**config.mk**
```make
export PLATFORM = sky130hd
export DESIGN_NAME = bcd_countdown_mmss
export DESIGN_NICKNAME = d
export VERILOG_FILES = /design/src/rtl/timer_pkg.sv /design/src/rtl/bcd_digit_down.sv /design/src/rtl/bcd_countdown_mmss.sv
export SDC_FILE = /design/constraint.sdc
export NUM_CORES = 1
export LEC_CHECK = 0
export ABC_AREA = 1
export BUFFER_PORTS_ARGS = -buffer_cell sky130_fd_sc_hd__buf_2
export CORE_MARGIN = 3
export CORE_UTILIZATION = 50
export DETAILED_ROUTE_END_ITERATION = 8
export GPL_ROUTABILITY_DRIVEN = 0
export PLACE_DENSITY = 0.78
export SYNTH_ARGS = -nofsm -noshare
export SYNTH_HDL_FRONTEND = slang
export SYNTH_SLANG_ARGS = --single-unit
```
**constraint.sdc**
```tcl
create_clock -name clk -period 1.7 [get_ports clk]
set_clock_uncertainty 0.1 [all_clocks]
set_input_delay 0.255 -clock clk [delete_from_list [all_inputs] [get_ports clk]]
set_output_delay 0.255 -clock clk [all_outputs]
set_load 0.03 [all_outputs]
```
**src/rtl/timer_pkg.sv**
```systemverilog
// Shared types and constants for the BCD MM:SS timer blocks.
//   state_t      : timer FSM states (IDLE/RUN/PAUSE/DONE)
//   bcd_digit_t  : one 4-bit BCD digit
//   clamp_digit  : saturates a BCD digit to a legal maximum
package timer_pkg;

   typedef enum logic [1:0] {IDLE, RUN, PAUSE, DONE} state_t;

   typedef logic [3:0] bcd_digit_t;

   localparam int SEC_TENS_MAX = 5;
   localparam int BCD_ONES_MAX = 9;

   function automatic bcd_digit_t clamp_digit(input bcd_digit_t d, input int max_v);
      return (int'(d) > max_v) ? bcd_digit_t'(max_v) : d;
   endfunction

endpackage

```
**src/rtl/bcd_digit_down.sv**
```systemverilog
// One BCD down-counting digit with synchronous load.
//   clk  : clock (rising edge)
//   rst  : synchronous active-high reset, clears q
//   en   : decrement by one this cycle (wraps 0 -> MODULUS-1)
//   load : load d into q (wins over en)
//   d    : load value
//   q    : current digit
//   bo   : borrow out, high when decrementing from 0
module bcd_digit_down #(
   parameter int MODULUS = 10,
   parameter int WIDTH   = 4
) (
   input  logic             clk,
   input  logic             rst,
   input  logic             en,
   input  logic             load,
   input  logic [WIDTH-1:0] d,
   output logic [WIDTH-1:0] q,
   output logic             bo
);

   localparam logic [WIDTH-1:0] TOP = WIDTH'(MODULUS - 1);

   assign bo = en && (q == '0);

   always_ff @(posedge clk) begin
      if (rst)
         q <= '0;
      else if (load)
         q <= d;
      else if (en)
         q <= (q == '0) ? TOP : q - WIDTH'(1);
   end

endmodule

```
**src/rtl/bcd_countdown_mmss.sv**
```systemverilog
// BCD MM:SS countdown timer. Loads a start value, decrements one second per
// tick_en while running, and flags expiry on the terminal tick.
// Fields are 7-bit BCD: [6:4] tens, [3:0] ones.
//   clk, rst          : clock, synchronous active-high reset
//   tick_en           : 1-cycle 1 Hz strobe
//   load/load_min/sec : load start value (clamped per digit), ignored in RUN
//   start, pause      : begin/resume and suspend counting
//   min, sec          : current count
//   running           : high in RUN
//   done              : 1-cycle pulse on terminal tick
//   expired           : high in DONE until load/rst
// Build option: define AUTO_RELOAD_EN to make the terminal tick reload the
// last loaded value and keep running instead of stopping in DONE.
module bcd_countdown_mmss
   import timer_pkg::*;
#(
   parameter int MIN_TENS_MAX = 5
) (
   input  logic       clk,
   input  logic       rst,
   input  logic       tick_en,
   input  logic       load,
   input  logic [6:0] load_min,
   input  logic [6:0] load_sec,
   input  logic       start,
   input  logic       pause,
   output logic [6:0] min,
   output logic [6:0] sec,
   output logic       running,
   output logic       done,
   output logic       expired
);

   state_t     state;
   logic [6:0] rl_min, rl_sec;

   // clamp each incoming digit to its legal range
   bcd_digit_t mt_c, mo_c, st_c, so_c;
   assign mt_c = clamp_digit({1'b0, load_min[6:4]}, MIN_TENS_MAX);
   assign mo_c = clamp_digit(load_min[3:0], BCD_ONES_MAX);
   assign st_c = clamp_digit({1'b0, load_sec[6:4]}, SEC_TENS_MAX);
   assign so_c = clamp_digit(load_sec[3:0], BCD_ONES_MAX);

   logic [6:0] cl_min, cl_sec;
   assign cl_min = {mt_c[2:0], mo_c};
   assign cl_sec = {st_c[2:0], so_c};

   logic load_acc, dec, count_zero, terminal, ar_load, dig_load;
   assign load_acc   = load && (state != RUN);
   // pause in the same cycle as a tick stops the clock before the tick lands
   assign dec        = (state == RUN) && tick_en && !pause;
   assign count_zero = (min == 7'h00) && (sec == 7'h00);
   assign terminal   = (min == 7'h00) && (sec == 7'h01);

`ifdef AUTO_RELOAD_EN
   assign ar_load = dec && terminal;
`else
   assign ar_load = 1'b0;
`endif

   assign dig_load = load_acc || ar_load;

   logic [6:0] d_min, d_sec;
   assign d_min = load_acc ? cl_min : rl_min;
   assign d_sec = load_acc ? cl_sec : rl_sec;

   // digit chain: sec ones -> sec tens -> min ones -> min tens, linked by borrow
   logic so_bo, st_bo, mo_bo, mt_bo;

   bcd_digit_down #(.MODULUS(BCD_ONES_MAX + 1), .WIDTH(4)) u_sec_ones (
      .clk(clk), .rst(rst), .en(dec), .load(dig_load),
      .d(d_sec[3:0]), .q(sec[3:0]), .bo(so_bo));

   bcd_digit_down #(.MODULUS(SEC_TENS_MAX + 1), .WIDTH(3)) u_sec_tens (
      .clk(clk), .rst(rst), .en(so_bo), .load(dig_load),
      .d(d_sec[6:4]), .q(sec[6:4]), .bo(st_bo));

   bcd_digit_down #(.MODULUS(BCD_ONES_MAX + 1), .WIDTH(4)) u_min_ones (
      .clk(clk), .rst(rst), .en(st_bo), .load(dig_load),
      .d(d_min[3:0]), .q(min[3:0]), .bo(mo_bo));

   bcd_digit_down #(.MODULUS(MIN_TENS_MAX + 1), .WIDTH(3)) u_min_tens (
      .clk(clk), .rst(rst), .en(mo_bo), .load(dig_load),
      .d(d_min[6:4]), .q(min[6:4]), .bo(mt_bo));

   always_ff @(posedge clk) begin
      if (rst) begin
         state   <= IDLE;
         running <= 1'b0;
         done    <= 1'b0;
         expired <= 1'b0;
         rl_min  <= 7'h00;
         rl_sec  <= 7'h00;
      end else begin
         done <= 1'b0;
         if (load_acc) begin
            state   <= IDLE;
            running <= 1'b0;
            expired <= 1'b0;
            rl_min  <= cl_min;
            rl_sec  <= cl_sec;
         end else begin
            case (state)
               IDLE, PAUSE: begin
                  // in PAUSE, start beats a simultaneous pause
                  if (start && !count_zero) begin
                     state   <= RUN;
                     running <= 1'b1;
                  end
               end
               RUN: begin
                  if (pause) begin
                     state   <= PAUSE;
                     running <= 1'b0;
                  // mt_bo only fires on a 00:00 underflow, which cannot be
                  // reached; treating it as terminal keeps the count from wrapping
                  end else if (dec && (terminal || mt_bo)) begin
                     done <= 1'b1;
`ifndef AUTO_RELOAD_EN
                     state   <= DONE;
                     running <= 1'b0;
                     expired <= 1'b1;
`endif
                  end
               end
               DONE: ;
               default: begin
                  state   <= IDLE;
                  running <= 1'b0;
               end
            endcase
         end
      end
   end

endmodule

```
==> out/summary.txt <==
=================================================================================================================
Cell area after placement                                                                              1380 sq um
Number of inserted diodes                                                                                       0
Arithmetic-cell share of the synthesized area counting full adders, half adders and majority gates             0%
Critical-path maximum fanout                                                                                   14
Std cell rows                                                                                                  17
Total die area                                                                                         2990 sq um
Total global routing track utilization                                                                      19.0%
H-tree Lvls                                                                                                     1
Type of origin of the critical path                                                                      register
Fraction of synthesized cell area in xor and xnor cells                                                    0.739%
Via count of the first global-routing pass                                                                    980
Critical path class                                                                                    reg -> reg
Maximum number of pins on one net before global-route repair                                                   15
Clock Root Buffer                                                                                    sky130_fd_sc_hd__clkbuf_4
Post-CTS setup buffer count                                                                                     0
Antenna violations before repair                                                                                0
Final-stage net count                                                                                         247
Clock share of power                                                                                        18.8%
Worst hold path stage count                                                                                     2
Residual overflow from global routing                                                                           0
Count of warnings emitted by yosys                                                                              0
DIE HEIGHT                                                                                           54.7 microns
Routed via count divided by cell count                                                                       4.96
Power Density                                                                                         871 nW/um^2
Worst reg2reg path depth                                                                                        7
Number of clock buffers inserted by TritonCTS                                                                   3
Post-synthesis simple-gate area fraction                                                                    44.6%
Share of total power in sequential cells                                                                    43.1%
Number of sinks driven by the clock tree                                                                       19
Initial DRC Count                                                                                              35
Clock tree from TritonCTS                                                                                     yes
Portion of netlist area occupied by mux cells                                                                  0%
Synthesized netlist net count                                                                                 207
Final standard cell area without fillers                                                               1410 sq um
Length of the first detailed-routing pass in iterations                                                         4
Initial cell density of the core                                                                            53.1%
Final Hold Vio Count                                                                                            0
Post-synth cell types                                                                                          24
Lkg Pwr                                                                                                  0.732 nW
Worst hold margin                                                                                        0.104 ns
Number of cells produced by synthesis                                                                         187
Main combinational cell family by area after synthesis                                               simple AND/OR/NAND/NOR gates
Post-CTS clock slew at the launch and capture registers of the worst setup and hold paths                 0.11 ns
Synth async-reset ratio                                                                                        0%
Slew Viols, Final                                                                                               0
Status                                                                                               finished clean
Maximum VDD drop                                                                                           588 uV
Slew headroom                                                                                               79.2%
Switch Pwr                                                                                             0.000491 W
Final-report setup violation count                                                                              0
Overall routed net length                                                                            2720 microns
Post-route DRC violation count                                                                                  0
Slew at the pin closest to its max-slew limit                                                            0.311 ns
Number of fill cells                                                                                          219
Worst Hold Class                                                                                        in -> reg
Port Buf Inserts                                                                                               36
Synth-to-Final Area Change                                                                                  19.0%
Fraction of final layout cells sized beyond drive strength 1                                                28.8%
Buffer depth of the longest clock path                                                                          2
Max-cap check violation count                                                                                   0
Multi-input combinational cell area                                                                     687 sq um
Period utilisation layout                                                                                   88.7%
Number of gates resized after cts                                                                               0
Switching power as a share of total power                                                                   40.0%
Compound-Gate Fraction of Synth Area                                                                        12.7%
Part of the total power dissipated in combinational logic                                                   38.1%
DR vias                                                                                                     1,259
Crit path DAT                                                                                             1.66 ns
Clock period minus final worst setup slack                                                                1.51 ns
Most instantiated flip-flop cell in the synthesis netlist                                            sky130_fd_sc_hd__dfxtp_1
Post-synthesis instance area                                                                           1180 sq um
Count of hold buffers inserted by post-cts repair                                                               0
Total core area                                                                                        2230 sq um
Die extent in x                                                                                      54.7 microns
Number of ports placed on the die boundary                                                                     37
Worst EP required                                                                                         1.85 ns
Per-instance average area after synthesis                                                              6.34 sq um
Final sum of negative setup slack                                                                            0 ns
Part of the Yosys area used for sequential elements                                                         32.1%
Top achievable clock speed                                                                              0.663 GHz
Crit end category                                                                                        register
DR WL/cell                                                                                           10.7 microns
Post-synthesis register bit count                                                                              19
Clock network latency to the later pin of the worst-skew pair                                             0.30 ns
Final HPWL DP                                                                                        2170 microns
Unrepaired setup endpoints after global routing                                                                no
Global-route wire length before repair                                                               4150 microns
Register area                                                                                           380 sq um
Number of flops mapped to enable cells by yosys                                                                 0
Pint                                                                                                   0.000736 W
DRT antenna net count                                                                                           0
=================================================================================================================
[Yosys cell counts (2+ instances only)]
library cell | count | area, sq um
sky130_fd_sc_hd__a21oi_1 | 11 | 55.1
sky130_fd_sc_hd__dfxtp_1 | 19 | 380
sky130_fd_sc_hd__inv_1 | 20 | 75.1
sky130_fd_sc_hd__inv_2 | 3 | 11.3
sky130_fd_sc_hd__nand2_1 | 46 | 173
sky130_fd_sc_hd__nand2_2 | 8 | 50.1
sky130_fd_sc_hd__nand2_4 | 3 | 33.8
sky130_fd_sc_hd__nand3_1 | 12 | 60.1
sky130_fd_sc_hd__nand4_1 | 2 | 12.5
sky130_fd_sc_hd__nor2_1 | 30 | 113
sky130_fd_sc_hd__nor2_2 | 5 | 31.3
sky130_fd_sc_hd__nor2_4 | 2 | 22.5
sky130_fd_sc_hd__nor3_1 | 2 | 10.0
sky130_fd_sc_hd__o21ai_0 | 10 | 50.1
sky130_fd_sc_hd__o21ai_1 | 4 | 20.0
sky130_fd_sc_hd__or2_1 | 2 | 12.5
[logic make-up (layout without fill, tap and decap cells)]
group	Yosys count	count (layout)
and+or+nand+nor	113	113
DFF	19	19
xor gates and xnor gates	1	1
buffers and inverters	26	65
AOI/OAI and AO/OA	28	28
[final cells by class]
type	instances	share of cell area (%)
Inverter	23	6.12
Timing Repair Buffer	38	13.8
Clock buffer	4	1.86
Multi-Input combinational cell	142	48.7
Sequential cell	19	27.0
Tap cell	28	2.48
[sequential cells by signal, summed over array words and instances (netlist names)]
signal / flops
u_min_tens.q: 3
done: 1
expired: 1
u_sec_tens.q: 3
u_min_ones.q: 4
u_sec_ones.q: 4
state: 2
running: 1
[final timing paths]
path,from,endpoint,slack (ns)
setup reg to reg,state[0]$_SDFFE_PP0P_,u_min_ones.q[2]$_SDFFE_PP0P_,0.19
setup / recovery,state[0]$_SDFFE_PP0P_,u_min_ones.q[2]$_SDFFE_PP0P_,0.19
hold reg to reg,expired$_SDFFE_PP0P_,expired$_SDFFE_PP0P_,0.35
hold / removal,rst,u_sec_tens.q[2]$_SDFFE_PP0P_,0.10
[worst max-delay path, cell delays in order (launching register included)]
cell and delay [ns]:
sky130_fd_sc_hd__dfxtp_1 0.40, sky130_fd_sc_hd__nand2_2 0.08, sky130_fd_sc_hd__nand2_2 0.23, sky130_fd_sc_hd__buf_4 0.24, sky130_fd_sc_hd__nand2_4 0.07, sky130_fd_sc_hd__o21ai_0 0.18, sky130_fd_sc_hd__nor2_1 0.07, sky130_fd_sc_hd__nor2_1 0.09
[metal layers]
| layer | up-vias | GRT usage [%] | part of all wire (%) |
|---|---|---|---|
| met2 | 33 | 30.5 | 48 |
| met5 | - | 0 | 0 |
| li1 | 665 | - | - |
| met4 | 0 | 7.47 | 1.3 |
| met3 | 4 | 2.72 | 4.4 |
| met1 | 557 | 25.2 | 46 |
[power by group through the flow]
stage	combinational, W	clock, W	sequential, W
2_1_floorplan	0.000283	0	0.000605
3_5_place_dp	0.000466	0	0.000539
4_1_cts	0.000468	0.000241	0.000529
6_report	0.000468	0.000231	0.000529
5_1_grt	0.000519	0.000257	0.000536
3_3_place_gp	0.000458	0	0.000537
[metrics by stage]
stage | setup WS (ns) | utilization, % | total power, W | cells
after global placement | 0.279 | 62.0 | 0.000995 | 250
after CTS | 0.198 | 63.1 | 0.00124 | 254
after detailed placement | 0.214 | 62.0 | 0.00100 | 250
after global routing | 0.0177 | 63.1 | 0.00131 | 254
after floorplan | 0.330 | - | 0.000888 | 187
final | 0.192 | 63.1 | 0.00123 | 254
[cell usage in the layout, fill, tap and decap left out]
master                      n
sky130_fd_sc_hd__nand2_1   46
sky130_fd_sc_hd__buf_2     36
sky130_fd_sc_hd__nor2_1    30
sky130_fd_sc_hd__inv_1     20
sky130_fd_sc_hd__dfxtp_1   19
sky130_fd_sc_hd__nand3_1   12
sky130_fd_sc_hd__a21oi_1   11
sky130_fd_sc_hd__o21ai_0   10
sky130_fd_sc_hd__nand2_2    8
sky130_fd_sc_hd__nor2_2     5
sky130_fd_sc_hd__o21ai_1    4
sky130_fd_sc_hd__inv_2      3
sky130_fd_sc_hd__nand2_4    3
sky130_fd_sc_hd__clkbuf_4   3
sky130_fd_sc_hd__nor2_4     2
sky130_fd_sc_hd__nor3_1     2
sky130_fd_sc_hd__nand4_1    2
sky130_fd_sc_hd__or2_1      2
sky130_fd_sc_hd__buf_4      2
sky130_fd_sc_hd__a21boi_0   1
sky130_fd_sc_hd__nand3_2    1
sky130_fd_sc_hd__o21ai_2    1
sky130_fd_sc_hd__a21oi_2    1
sky130_fd_sc_hd__xor2_1     1
sky130_fd_sc_hd__clkbuf_1   1
No activity file was read; power rests on OpenSTA's default activity.
